--- src/rtl/pc_npc_fetch_unit_pkg.sv ---
// Shared pipeline definitions for the fetch stage and its neighbours:
// fetch FSM encodings, the default squash word and the sequential PC step.
package pc_npc_fetch_unit_pkg;

   typedef enum logic [1:0] {
      S_INIT    = 2'd0,
      S_RUN     = 2'd1,
      S_SQUASH  = 2'd2,
      S_ILLEGAL = 2'd3
   } fetch_state_t;

   // SPARC "sethi 0, %g0" is the canonical nop.
   localparam logic [31:0] NOP_INSTR_SPARC = 32'h0100_0000;
   localparam logic [31:0] PC_INCR         = 32'd4;

endpackage

--- src/rtl/pc_npc_fetch_unit_if_id_pipe_reg.sv ---
// IF/ID pipeline register: loads the fetched word and its PC when enabled,
// optionally replacing the word with a nop for an annulled delay slot.
module if_id_pipe_reg
   import pc_npc_fetch_unit_pkg::*;
#(
   parameter logic [31:0] NOP_INSTR = NOP_INSTR_SPARC
) (
   input  logic        clk,
   input  logic        reset,
   input  logic        load,
   input  logic        inject_nop,
   input  logic        mark_valid,
   input  logic [31:0] fetch_instr,
   input  logic [31:0] fetch_pc,
   output logic [31:0] instr,
   output logic [31:0] pc,
   output logic        valid
);

   // Load-enabled capture; a squashed slot carries the nop and is marked invalid.
   always_ff @(posedge clk or posedge reset) begin
      if (reset) begin
         instr <= NOP_INSTR;
         pc    <= 32'd0;
         valid <= 1'b0;
      end else if (load) begin
         instr <= inject_nop ? NOP_INSTR : fetch_instr;
         pc    <= fetch_pc;
         valid <= mark_valid;
      end
   end

endmodule

--- src/rtl/pc_npc_fetch_unit.sv ---
// SPARC-style PC/nPC fetch unit with delayed-branch resolution and
// annul-driven delay-slot squash.
//
//   state    | meaning
//   ---------+---------------------------------------------------------
//   S_INIT   | first fetch after reset; IF/ID loads but stays invalid
//   S_RUN    | normal fetch; CTIs in ID resolve here
//   S_SQUASH | delay slot was annulled; next fetch is the normal one
//   S_ILLEGAL| unreachable encoding; recovers to S_INIT
module pc_npc_fetch_unit
   import pc_npc_fetch_unit_pkg::*;
#(
   parameter logic [31:0] RESET_PC  = 32'h0000_0000,
   parameter logic [31:0] NOP_INSTR = NOP_INSTR_SPARC
) (
   input  logic        clk,
   input  logic        reset,
   input  logic        PC_LE,
   input  logic        nPC_LE,
   input  logic        IF_ID_LE,
   input  logic [31:0] IF_instr,
   input  logic        ID_cti,
   input  logic        ID_taken,
   input  logic [31:0] ID_target,
   input  logic        ID_annul,
   input  logic        ID_ba,
   output logic [31:0] PC,
   output logic [31:0] nPC,
   output logic [31:0] IF_ID_instr,
   output logic [31:0] IF_ID_PC,
   output logic        IF_ID_valid,
   output logic [1:0]  fetch_state
);

   fetch_state_t state_q, state_d;
   logic [31:0]  pc_q, npc_q;
   logic         adv, res, sq;
   logic         ifid_load, inject_nop, mark_valid, pc_load, take_target;

   // A stall from any of the three enables freezes the whole front end.
   assign adv = PC_LE & nPC_LE & IF_ID_LE;
   assign res = adv & ID_cti & (state_q == S_RUN);
   assign sq  = res & ID_annul & (ID_ba | ~ID_taken);

   // State register.
   always_ff @(posedge clk or posedge reset) begin
      if (reset) state_q <= S_INIT;
      else       state_q <= state_d;
   end

   // Next-state and datapath controls.
   always_comb begin
      state_d     = state_q;
      ifid_load   = 1'b0;
      inject_nop  = 1'b0;
      mark_valid  = 1'b0;
      pc_load     = 1'b0;
      take_target = 1'b0;
      case (state_q)
         S_INIT: begin
            if (adv) begin
               ifid_load = 1'b1;
               pc_load   = 1'b1;
               state_d   = S_RUN;
            end
         end
         S_RUN: begin
            if (adv) begin
               ifid_load   = 1'b1;
               pc_load     = 1'b1;
               take_target = res & ID_taken;
               if (sq) begin
                  inject_nop = 1'b1;
                  state_d    = S_SQUASH;
               end else begin
                  mark_valid = 1'b1;
               end
            end
         end
         S_SQUASH: begin
            if (adv) begin
               ifid_load  = 1'b1;
               pc_load    = 1'b1;
               mark_valid = 1'b1;
               state_d    = S_RUN;
            end
         end
         default: state_d = S_INIT;
      endcase
   end

   // PC/nPC pair: PC follows nPC; nPC either steps or takes the branch target.
   always_ff @(posedge clk or posedge reset) begin
      if (reset) begin
         pc_q  <= RESET_PC;
         npc_q <= RESET_PC + PC_INCR;
      end else if (pc_load) begin
         pc_q  <= npc_q;
         npc_q <= take_target ? ID_target : (npc_q + PC_INCR);
      end
   end

   if_id_pipe_reg #(.NOP_INSTR(NOP_INSTR)) u_if_id (
      .clk         (clk),
      .reset       (reset),
      .load        (ifid_load),
      .inject_nop  (inject_nop),
      .mark_valid  (mark_valid),
      .fetch_instr (IF_instr),
      .fetch_pc    (pc_q),
      .instr       (IF_ID_instr),
      .pc          (IF_ID_PC),
      .valid       (IF_ID_valid)
   );

   assign PC          = pc_q;
   assign nPC         = npc_q;
   assign fetch_state = state_q;

endmodule

--- config.mk ---
export PLATFORM = sky130hd
export DESIGN_NAME = pc_npc_fetch_unit
export DESIGN_NICKNAME = d
export VERILOG_FILES = /design/src/rtl/pc_npc_fetch_unit_pkg.sv /design/src/rtl/pc_npc_fetch_unit_if_id_pipe_reg.sv /design/src/rtl/pc_npc_fetch_unit.sv
export SDC_FILE = /design/constraint.sdc
export NUM_CORES = 1
export LEC_CHECK = 0
export CORE_ASPECT_RATIO = 0.9
export CORE_MARGIN = 2
export CORE_UTILIZATION = 35
export CTS_BUF_LIST = sky130_fd_sc_hd__clkbuf_2 sky130_fd_sc_hd__clkbuf_4 sky130_fd_sc_hd__clkbuf_8
export CTS_CLUSTER_SIZE = 28
export DETAILED_ROUTE_END_ITERATION = 12
export PLACE_DENSITY = 0.65
export SLEW_MARGIN = 10
export SYNTH_ARGS = -nofsm -noshare
export SYNTH_HDL_FRONTEND = slang
export SYNTH_SLANG_ARGS = --single-unit
--- constraint.sdc ---
create_clock -name clk -period 4.95 [get_ports clk]
set_input_delay 0.495 -clock clk [delete_from_list [all_inputs] [get_ports clk]]
set_output_delay 0.495 -clock clk [all_outputs]
set_load 0.1 [all_outputs]
# Word level (Yosys, flattened, before mapping)
# Index checks and enable logic that the tools add are counted.
# totals
rom_bits	0
word_cells	41
ram_bits	0
reg_bits	131
latchBits	0
output_inout_bits	131
memories	0
inputBits	73
# classes
bitwise_logic	9
n_shift	0
magnitude_cmp	0
div	0
multipliers	0
n_addsub	1
eq_ne	5
n_mux	16
n_reduce_logical	4
# op_table
operator	n
2-to-1 mux 32 bit	2
adder 32 x 3 -> 32 bit, second input constant	1
2-to-1 mux 1 bit	9
AND 1 bit	7
2-to-1 mux 2 bit	3
inequality test 2 bit, second input constant	2
one-hot mux 2 bit (2 select lines)	1
AND reduction 3 bit	1
OR reduction 3 bit	1
== test 2 x 1 -> 1 bit, second input constant	1
== test 2 bit, second input constant	1
logical NOT 2 bit	1
inequality test 2 x 1 -> 1 bit, second input constant	1
one-hot mux 1 bit (2 select lines)	1
OR reduction 2 bit	1
inverter 1 bit	1
bitwise OR 1 bit	1

# Longest topological paths before layout
# Gate-level depths: netlist of run 1.
# logic_depth
word_depth	10
depth_mapped	8
depth_no_buf	7

# Cells and area by module
# From an unflattened synthesis of run 1, not the netlist that was laid out.
# unflattened
cells_unflattened	547
area_unflattened_um2	5839.4
# modules_own_cells
module	cells_each	area_per_inst_um2	seq_area_each_um2	instances
pc_npc_fetch_unit	401	3397.0	1652.8	1
if_id_pipe_reg	146	2442.3	1627.8	1

# Least setup slack after synthesis of run 1
# OpenSTA, ideal clock, no wires.
# synth_path
path_type	register -> register
startpoint	register state_q[1], in the netlist fetch_state[1]
endpoint	register npc_q[8], in the netlist nPC[8]
n_path_buf	1
synth_period_minus_slack_ps	2606
path_slack_ps	2344
required_ps	4824
arrival_ps	2481
path_stages_with_launch	8
setup_time_ps	126
cell_sequence	dfrtp_1 inv_1 ha_1 and3_1 nand3_1 clkbuf_1 a41oi_1 o22a_1
# synth_between
elab_chain_cells	6
word_cells_on_any_way	10
cone_classes	eq/ne (2); mux (4); bitwise (2); reduce/logical (2)
# synth_lines
element	line_no	rtl
from (decl)	pc_npc_fetch_unit.sv:35	fetch_state_t state_q, state_d;
from (signal assigned)	pc_npc_fetch_unit.sv:48	else state_q <= state_d;
== test 2 x 1 -> 1 bit	pc_npc_fetch_unit.sv:42, pc_npc_fetch_unit.sv:59	
AND 1 bit	pc_npc_fetch_unit.sv:42	assign res = adv & ID_cti & (state_q == S_RUN);
AND 1 bit	pc_npc_fetch_unit.sv:71	take_target = res & ID_taken;
2-to-1 mux 1 bit	pc_npc_fetch_unit.sv:68	if (adv) begin
2-to-1 mux 1 bit	pc_npc_fetch_unit.sv:59	case (state_q)
2-to-1 mux 32 bit	pc_npc_fetch_unit.sv:99	npc_q <= take_target ? ID_target : (npc_q + PC_INCR);
to (signal assigned)	pc_npc_fetch_unit.sv:96	npc_q <= RESET_PC + PC_INCR;
to (signal assigned)	pc_npc_fetch_unit.sv:99	
to (decl)	pc_npc_fetch_unit.sv:36	logic [31:0] pc_q, npc_q;
# Parallel ways exist; a longest one is shown, timed or not.
# A chain may end at the register's enable or synchronous reset.

# Worst setup path in the final report of run 1
# layout_path
startpoint	register npc_q[2], in the netlist nPC[2]
endpoint	output port nPC[2]
# layout_lines
element	line_no	rtl
to (decl)	pc_npc_fetch_unit.sv:28	output logic [31:0] nPC,
# No word-level cell between the ends.

==> results of run 1 <==
[cell families after synthesis]
group           share of synthesized area
flops                               0.577
simple gates                        0.217
compound gates                      0.156
mux                               0.00396
buf+inv                            0.0332
fa+ha+maj                          0.0132
[stage by stage]
step / cell area (um^2) / std cells / utilization
floorplan: 5690 / 602 / -
global placement: 7880 / 977 / 0.492
detailed placement: 7880 / 977 / 0.492
CTS: 8310 / 1009 / 0.519
global route: 8310 / 1009 / 0.519
finish: 8310 / 1009 / 0.519
[cell usage after synthesis (all sizes together)]
cell type / n / share of area
nand2: 214 / 0.14
dfrtp: 129 / 0.57
clkbuf: 34 / 0.022
a22o: 32 / 0.049
a21oi: 30 / 0.026
nand3: 22 / 0.019
nor2: 21 / 0.014
o21ai: 13 / 0.011
nand4: 10 / 0.011
and3: 8 / 0.0097
o22ai: 8 / 0.0088
and2: 7 / 0.0077
buf: 7 / 0.0068
ha: 6 / 0.013
inv: 6 / 0.0040
o22a: 6 / 0.0092
a22oi: 5 / 0.0066
a2bb2oi: 5 / 0.0077
a31oi: 5 / 0.0055
a41oi: 4 / 0.0062
and4: 4 / 0.0062
o211ai: 3 / 0.0040
o311ai: 3 / 0.0046
a31o: 2 / 0.0031
dfstp: 2 / 0.0092
mux2: 2 / 0.0040
or4: 2 / 0.0026
a211oi: 1 / 0.0013
a21boi: 1 / 0.0013
a21o: 1 / 0.0013
a221o: 1 / 0.0018
nor3: 1 / 0.0018
o2111ai: 1 / 0.0015
o21a: 1 / 0.0013
o21bai: 1 / 0.0013
o32ai: 1 / 0.0015
o41ai: 1 / 0.0015
or2: 1 / 0.0011
or3: 1 / 0.0011
[power by group through the flow]
stage	logic, uW	registers (uW)	clock network, uW
after floorplan	303	3120	0
after global placement	2540	1510	0
after detailed placement	2560	1510	0
after CTS	2560	1500	994
after global routing	2640	1540	1030
final	2550	1500	968
[registers in the layout, indices dropped and copies added (netlist names)]
register and count:
PC 32, nPC 32, u_if_id.instr 32, u_if_id.pc 32, fetch_state 2, u_if_id.valid 1
[worst reg2reg max path, delay by kind of cell (launching register included)]
family | cells | cell delay, ns
AND/OR/NAND/NOR | 3 | 1.00
flip-flops | 1 | 0.45
multiplexers | 1 | 0.41
buffers and inverters | 2 | 0.40
adder cells (fa/ha/maj) | 1 | 0.23
[how the worst max path moves through the flow]
stage,from,end,depth (start not counted)
2_1_floorplan,reset,PC[0]$_DFFE_PP0P_,1
3_3_place_gp,IF_ID_LE,nPC[0]$_DFFE_PP0P_,5
3_5_place_dp,IF_ID_LE,nPC[0]$_DFFE_PP0P_,5
4_1_cts,nPC[2]$_DFFE_PP1P_,nPC[2],1
5_1_grt,nPC[2]$_DFFE_PP1P_,nPC[2],1
6_report,nPC[2]$_DFFE_PP1P_,nPC[2],1
[cell usage in the layout (no fill, tap or decap), types with 3 or more instances in the layout]
cell type        count
o22a_1               6
and4_1               4
inv_1                5
a21oi_1             30
and3_1               7
a22oi_1              5
nand4_1             10
clkinvlp_4           5
buf_4                6
clkbuf_8            20
a41oi_1              4
dfrtp_1            129
nand2_1            213
o211ai_1             3
a2bb2oi_1            5
a31oi_1              5
nand3_1             21
and2_1               5
o21ai_0             13
nor2_1              20
bufinv_16            3
clkdlybuf4s50_1    203
ha_1                 6
o22ai_1              8
a22o_1              32
[routing by layer]
metal	track usage	vias up	part of all wire	wire, um
met5	0	-	0	0
met4	0.0690	0	0.016	265
met3	0.0738	18	0.091	1480
met2	0.286	215	0.44	7230
met1	0.248	2393	0.45	7280
li1	-	2445	-	-
[layout make-up]
cell class | instances | area, um^2
multi-input cells | 424 | 2230
flip-flops and latches | 131 | 3280
clock inverters | 12 | 155
repair buffers | 209 | 2080
fillers | 1415 | 7710
inverters | 6 | 27.5
well taps | 207 | 259
clock buffers | 20 | 275
==> impl_metrics.toml, run 1 <==
[status]
status = "completed"

[synthesis]
synthesis.nets = 681
synth_seq_cells = 131
syn-mean-instance-area_um2 = 9.45
yosysWarnings = 0
ys_seq_area_frac = 0.577
syn_inst = 602
yosysUniqueCellTypes = 45
syn_area_um2 = 5690

[place]
place.gp.congestion = 0.793
numPortBuffers = 203
dpl.hpwl_um = 11000
dpl_worst_slack_ns = 1.99

[critical_path]
arrival_ns = 2.21
r2r-end = "nPC[0]$_DFFE_PP0P_"
cp-end-kind = "output pin"
ff2ff_path_depth = 7
cp.buffers_inverters = 1
path_class = "flop to output pin"
crit_slowest_cell = "clkdlybuf4s50_1"
worstPathRequired_ns = 4.45
crit_chain = "clkdlybuf4s50_1"
critical-path-top-delay-family = "buffers and inverters"
ff2ff_setup_slack_ns = 2.34
start_kind = "flop"
regToRegStartpoint = "fetch_state[1]$_DFFE_PP0P_"
cp_slowest_stage_delay_ns = 1.15
cp_max_fo = 7

[routing]
drtPass1Iterations = 5
wl_per_cell_um = 16.1
ant_nets = 0
viasPerCell = 5.03
drcViolationCount = 0
via_count = 5071
drt_iter0_drc = 333
drt-total-wl_um = 16300

[timing]
fin_setup_tns_ns = 0
setup_ws_ns = 2.25
worst_slew_pin_slew_ns = 1.10
slew_viol_final = 0
hold_viol_final = 0
setup_violations = 0
rsz0062_at_grt = "no"
fmax_mhz = 370
fin_crit_sh = 0.546
finalCriticalPeriod_ns = 2.70
fin_worst_skew_ns = 0.0133
slew_headroom = 0.266
whs_ns = 0.476

[die]
io_pins = 204
start_util = 0.355
die_w_um = 138
placeableCoreArea_um2 = 16000
die_area_um2 = 17300
die_h_um = 125
num_rows = 44

[finish]
drive_gt1_frac = 0.0636
diodes = 0
area_growth_pct = 46.1
nNetsFinal = 868

[power_and_ir_drop]
finalPower_uw = 5020
p_int_uw = 2400
p_leak_uw = 0.00374
p_comb_frac = 0.508
clkPwrFrac = 0.193
seqPwrFrac = 0.299
switchingPower_uw = 2620
swShare = 0.521
ir_worst_vdd_mv = 0.474
p_per_area_nw_per_um2 = 604

[cts]
post-cts-setup-buffers = 0
cts_made_buffers = 17
htree_levels = 4
cts_root_buffer = "clkbuf_8"
cts_tree = "yes"
cts_hold_buf = 0
clk_transition_reported_paths_ns = 0.08
clock_latency_ns = 0.45
clockBufferDepth = 2
clkSinkCount = 131
post_cts_resized = 0

[global_routing]
grt_usage = 0.189
grt_max_degree = 94
grt_pass1_wl_um = 26000
grt_pass1_vias = 5009
gr-total-overflow = 0
antenna_found_initial = 0

[min_path]
whs_path_depth = 2
hold_start = "u_if_id.pc[17]$_DFFE_PP0P_"
hold-path-endpoint = "u_if_id.pc[17]$_DFFE_PP0P_"
hp-class = "flop to flop"

[job]
max_cap_viol_count = 0
Power figures use the tool's default switching activity.
==> run 2, diff against run 1 <==
==> constraint.sdc (replaced) <==
create_clock -name clk -period 2.5 [get_ports clk]
set_input_delay 0.25 -clock clk [delete_from_list [all_inputs] [get_ports clk]]
set_output_delay 0.25 -clock clk [all_outputs]
set_load 0.1 [all_outputs]
==> impl_metrics.toml, run 2 (synthesis gave the netlist of run 1 again) <==
[timing]
finalCriticalPeriod_ns = 2.16
fin_setup_tns_ns = 0
worst_slew_pin_slew_ns = 0.599
fmax_mhz = 462
rsz0062_at_grt = "no"
slew_viol_final = 0
slew_headroom = 0.599
fin_worst_skew_ns = 0.0105
setup_violations = 0
hold_viol_final = 0
whs_ns = 0.271
fin_crit_sh = 0.866

[power_and_ir_drop]
finalPower_uw = 9820
ir_worst_vdd_mv = 0.884
p_per_area_nw_per_um2 = 1210
p_int_uw = 4640
p_comb_frac = 0.499
seqPwrFrac = 0.303
clkPwrFrac = 0.198
p_leak_uw = 0.00402
swShare = 0.528
switchingPower_uw = 5190

[cts]
post_cts_resized = 0
clk_transition_reported_paths_ns = 0.08
post-cts-setup-buffers = 0
cts_made_buffers = 17
cts_hold_buf = 0
cts_root_buffer = "clkbuf_8"
htree_levels = 4
cts_tree = "yes"
clock_latency_ns = 0.44
clkSinkCount = 131
clockBufferDepth = 2

[routing]
drt_iter0_drc = 341
wl_per_cell_um = 16.0
viasPerCell = 5.00
via_count = 5113
ant_nets = 0
drtPass1Iterations = 4
drt-total-wl_um = 16300
drcViolationCount = 0

[die]
die_w_um = 138
start_util = 0.355
die_area_um2 = 17300
die_h_um = 125
num_rows = 44
io_pins = 204
placeableCoreArea_um2 = 16000

[place]
post_dp_cell_area_um2 = 7700
place.gp.congestion = 0.821
numPortBuffers = 203
dpl.hpwl_um = 11700
dp_cells = 990

[critical_path]
arrival_ns = 2.53
path_class = "flop to flop"
crit_top_cell = "nand4_1"
start_kind = "flop"
cp-end-kind = "flop"
cp_slowest_stage_delay_ns = 0.52
crit_slowest_cell = "nor3_2"
crit_chain = "nand4_1 -> nor3_2 -> buf_4 -> nand4_1 -> a21oi_1 -> a2bb2oi_1"
cp_max_fo = 9
worstPathRequired_ns = 2.86

[global_routing]
grt_pass1_wl_um = 26800
grt_pass1_vias = 5104
antenna_found_initial = 0
grt_usage = 0.192
grt_max_degree = 105
gr-total-overflow = 0

[finish]
diodes = 0
layout.area.seq_um2 = 3280
fillers = 1466
multi_input_area_um2 = 2230
area_growth_pct = 43.0
final_common_cell = "nand2_1"
stdcell_area_um2 = 8130
layout_common_cells = "213 x nand2_1, 146 x buf_4, 127 x dfrtp_1, 72 x clkdlybuf4s50_1, 32 x a22o_1"
nNetsFinal = 881
final_cells = 1022
drive_gt1_frac = 0.242

[status]
status = "completed"

[min_path]
hp-class = "input pin to async pin"

[job]
max_cap_viol_count = 0
-- run 2: final timing paths --
check | from | slack, ns | endpoint | cells after the start
setup reg to reg | nPC[13]$_DFFE_PP0P_ | 0.34 | nPC[31]$_DFFE_PP0P_ | 6
max in group asynchronous | reset | 1.70 | nPC[30]$_DFFE_PP0P_ | 3
hold / removal | reset | 0.27 | u_if_id.instr[21]$_DFFE_PP0P_ | 3
min in group clk | IF_instr[24] | 0.32 | u_if_id.instr[24]$_DFFE_PP1P_ | 3
hold reg to reg | u_if_id.pc[13]$_DFFE_PP0P_ | 0.48 | u_if_id.pc[13]$_DFFE_PP0P_ | 2
setup / recovery | nPC[13]$_DFFE_PP0P_ | 0.34 | nPC[31]$_DFFE_PP0P_ | 6
-- run 2: metal layers --
metal / GRT usage / share of wire / vias up
met3: 0.0688 / 0.086 / 14
met5: 0 / 0 / -
met1: 0.254 / 0.45 / 2414
met4: 0.0528 / 0.010 / 0
met2: 0.299 / 0.45 / 209
li1: - / - / 2476
-- run 2: power by group through the flow --
stage | sequential [uW] | clock (uW) | combinational [uW]
floorplan | 6180 | 0 | 600
global placement | 2990 | 0 | 4900
detailed placement | 3000 | 0 | 4940
CTS | 2980 | 2000 | 4930
global route | 3040 | 2100 | 5080
finish | 2970 | 1940 | 4910
-- run 2: area by class of cell --
type | instances | area share
Tap cell | 207 | 0.0318
Sequential cell | 131 | 0.404
Timing Repair Buffer | 222 | 0.233
Clock inverter | 11 | 0.0189
Inverter | 6 | 0.00323
Clock buffer | 21 | 0.0348
Multi-Input combinational cell | 424 | 0.274
-- run 2: worst max-delay path: cells and delay by family, from the launching register on --
kind / cells / cell delay (ns)
AND/OR/NAND/NOR: 3 / 0.96
flip-flops: 1 / 0.51
AO/OA/AOI/OAI: 2 / 0.38
buffers and inverters: 1 / 0.24
-- run 2: per-stage QoR --
| step | utilization | worst slack (ns) |
|---|---|---|
| 6_report | 0.508 | 0.335 |
| 4_1_cts | 0.508 | 0.330 |
| 5_1_grt | 0.508 | 0.128 |
| 2_1_floorplan | - | 0.0237 |
| 3_3_place_gp | 0.480 | 0.374 |
| 3_5_place_dp | 0.480 | 0.357 |
==> run 3, diff against run 2 <==
--- a/config.mk
+++ b/config.mk
@@ -12,7 +12,7 @@
 export CTS_CLUSTER_SIZE = 28
 export DETAILED_ROUTE_END_ITERATION = 12
 export PLACE_DENSITY = 0.65
-export SLEW_MARGIN = 10
+export SLEW_MARGIN = 0
 export SYNTH_ARGS = -nofsm -noshare
 export SYNTH_HDL_FRONTEND = slang
 export SYNTH_SLANG_ARGS = --single-unit
==> results of run 3 <==
Same layout as run 2: the final DEF is identical, and so are final timing and power.
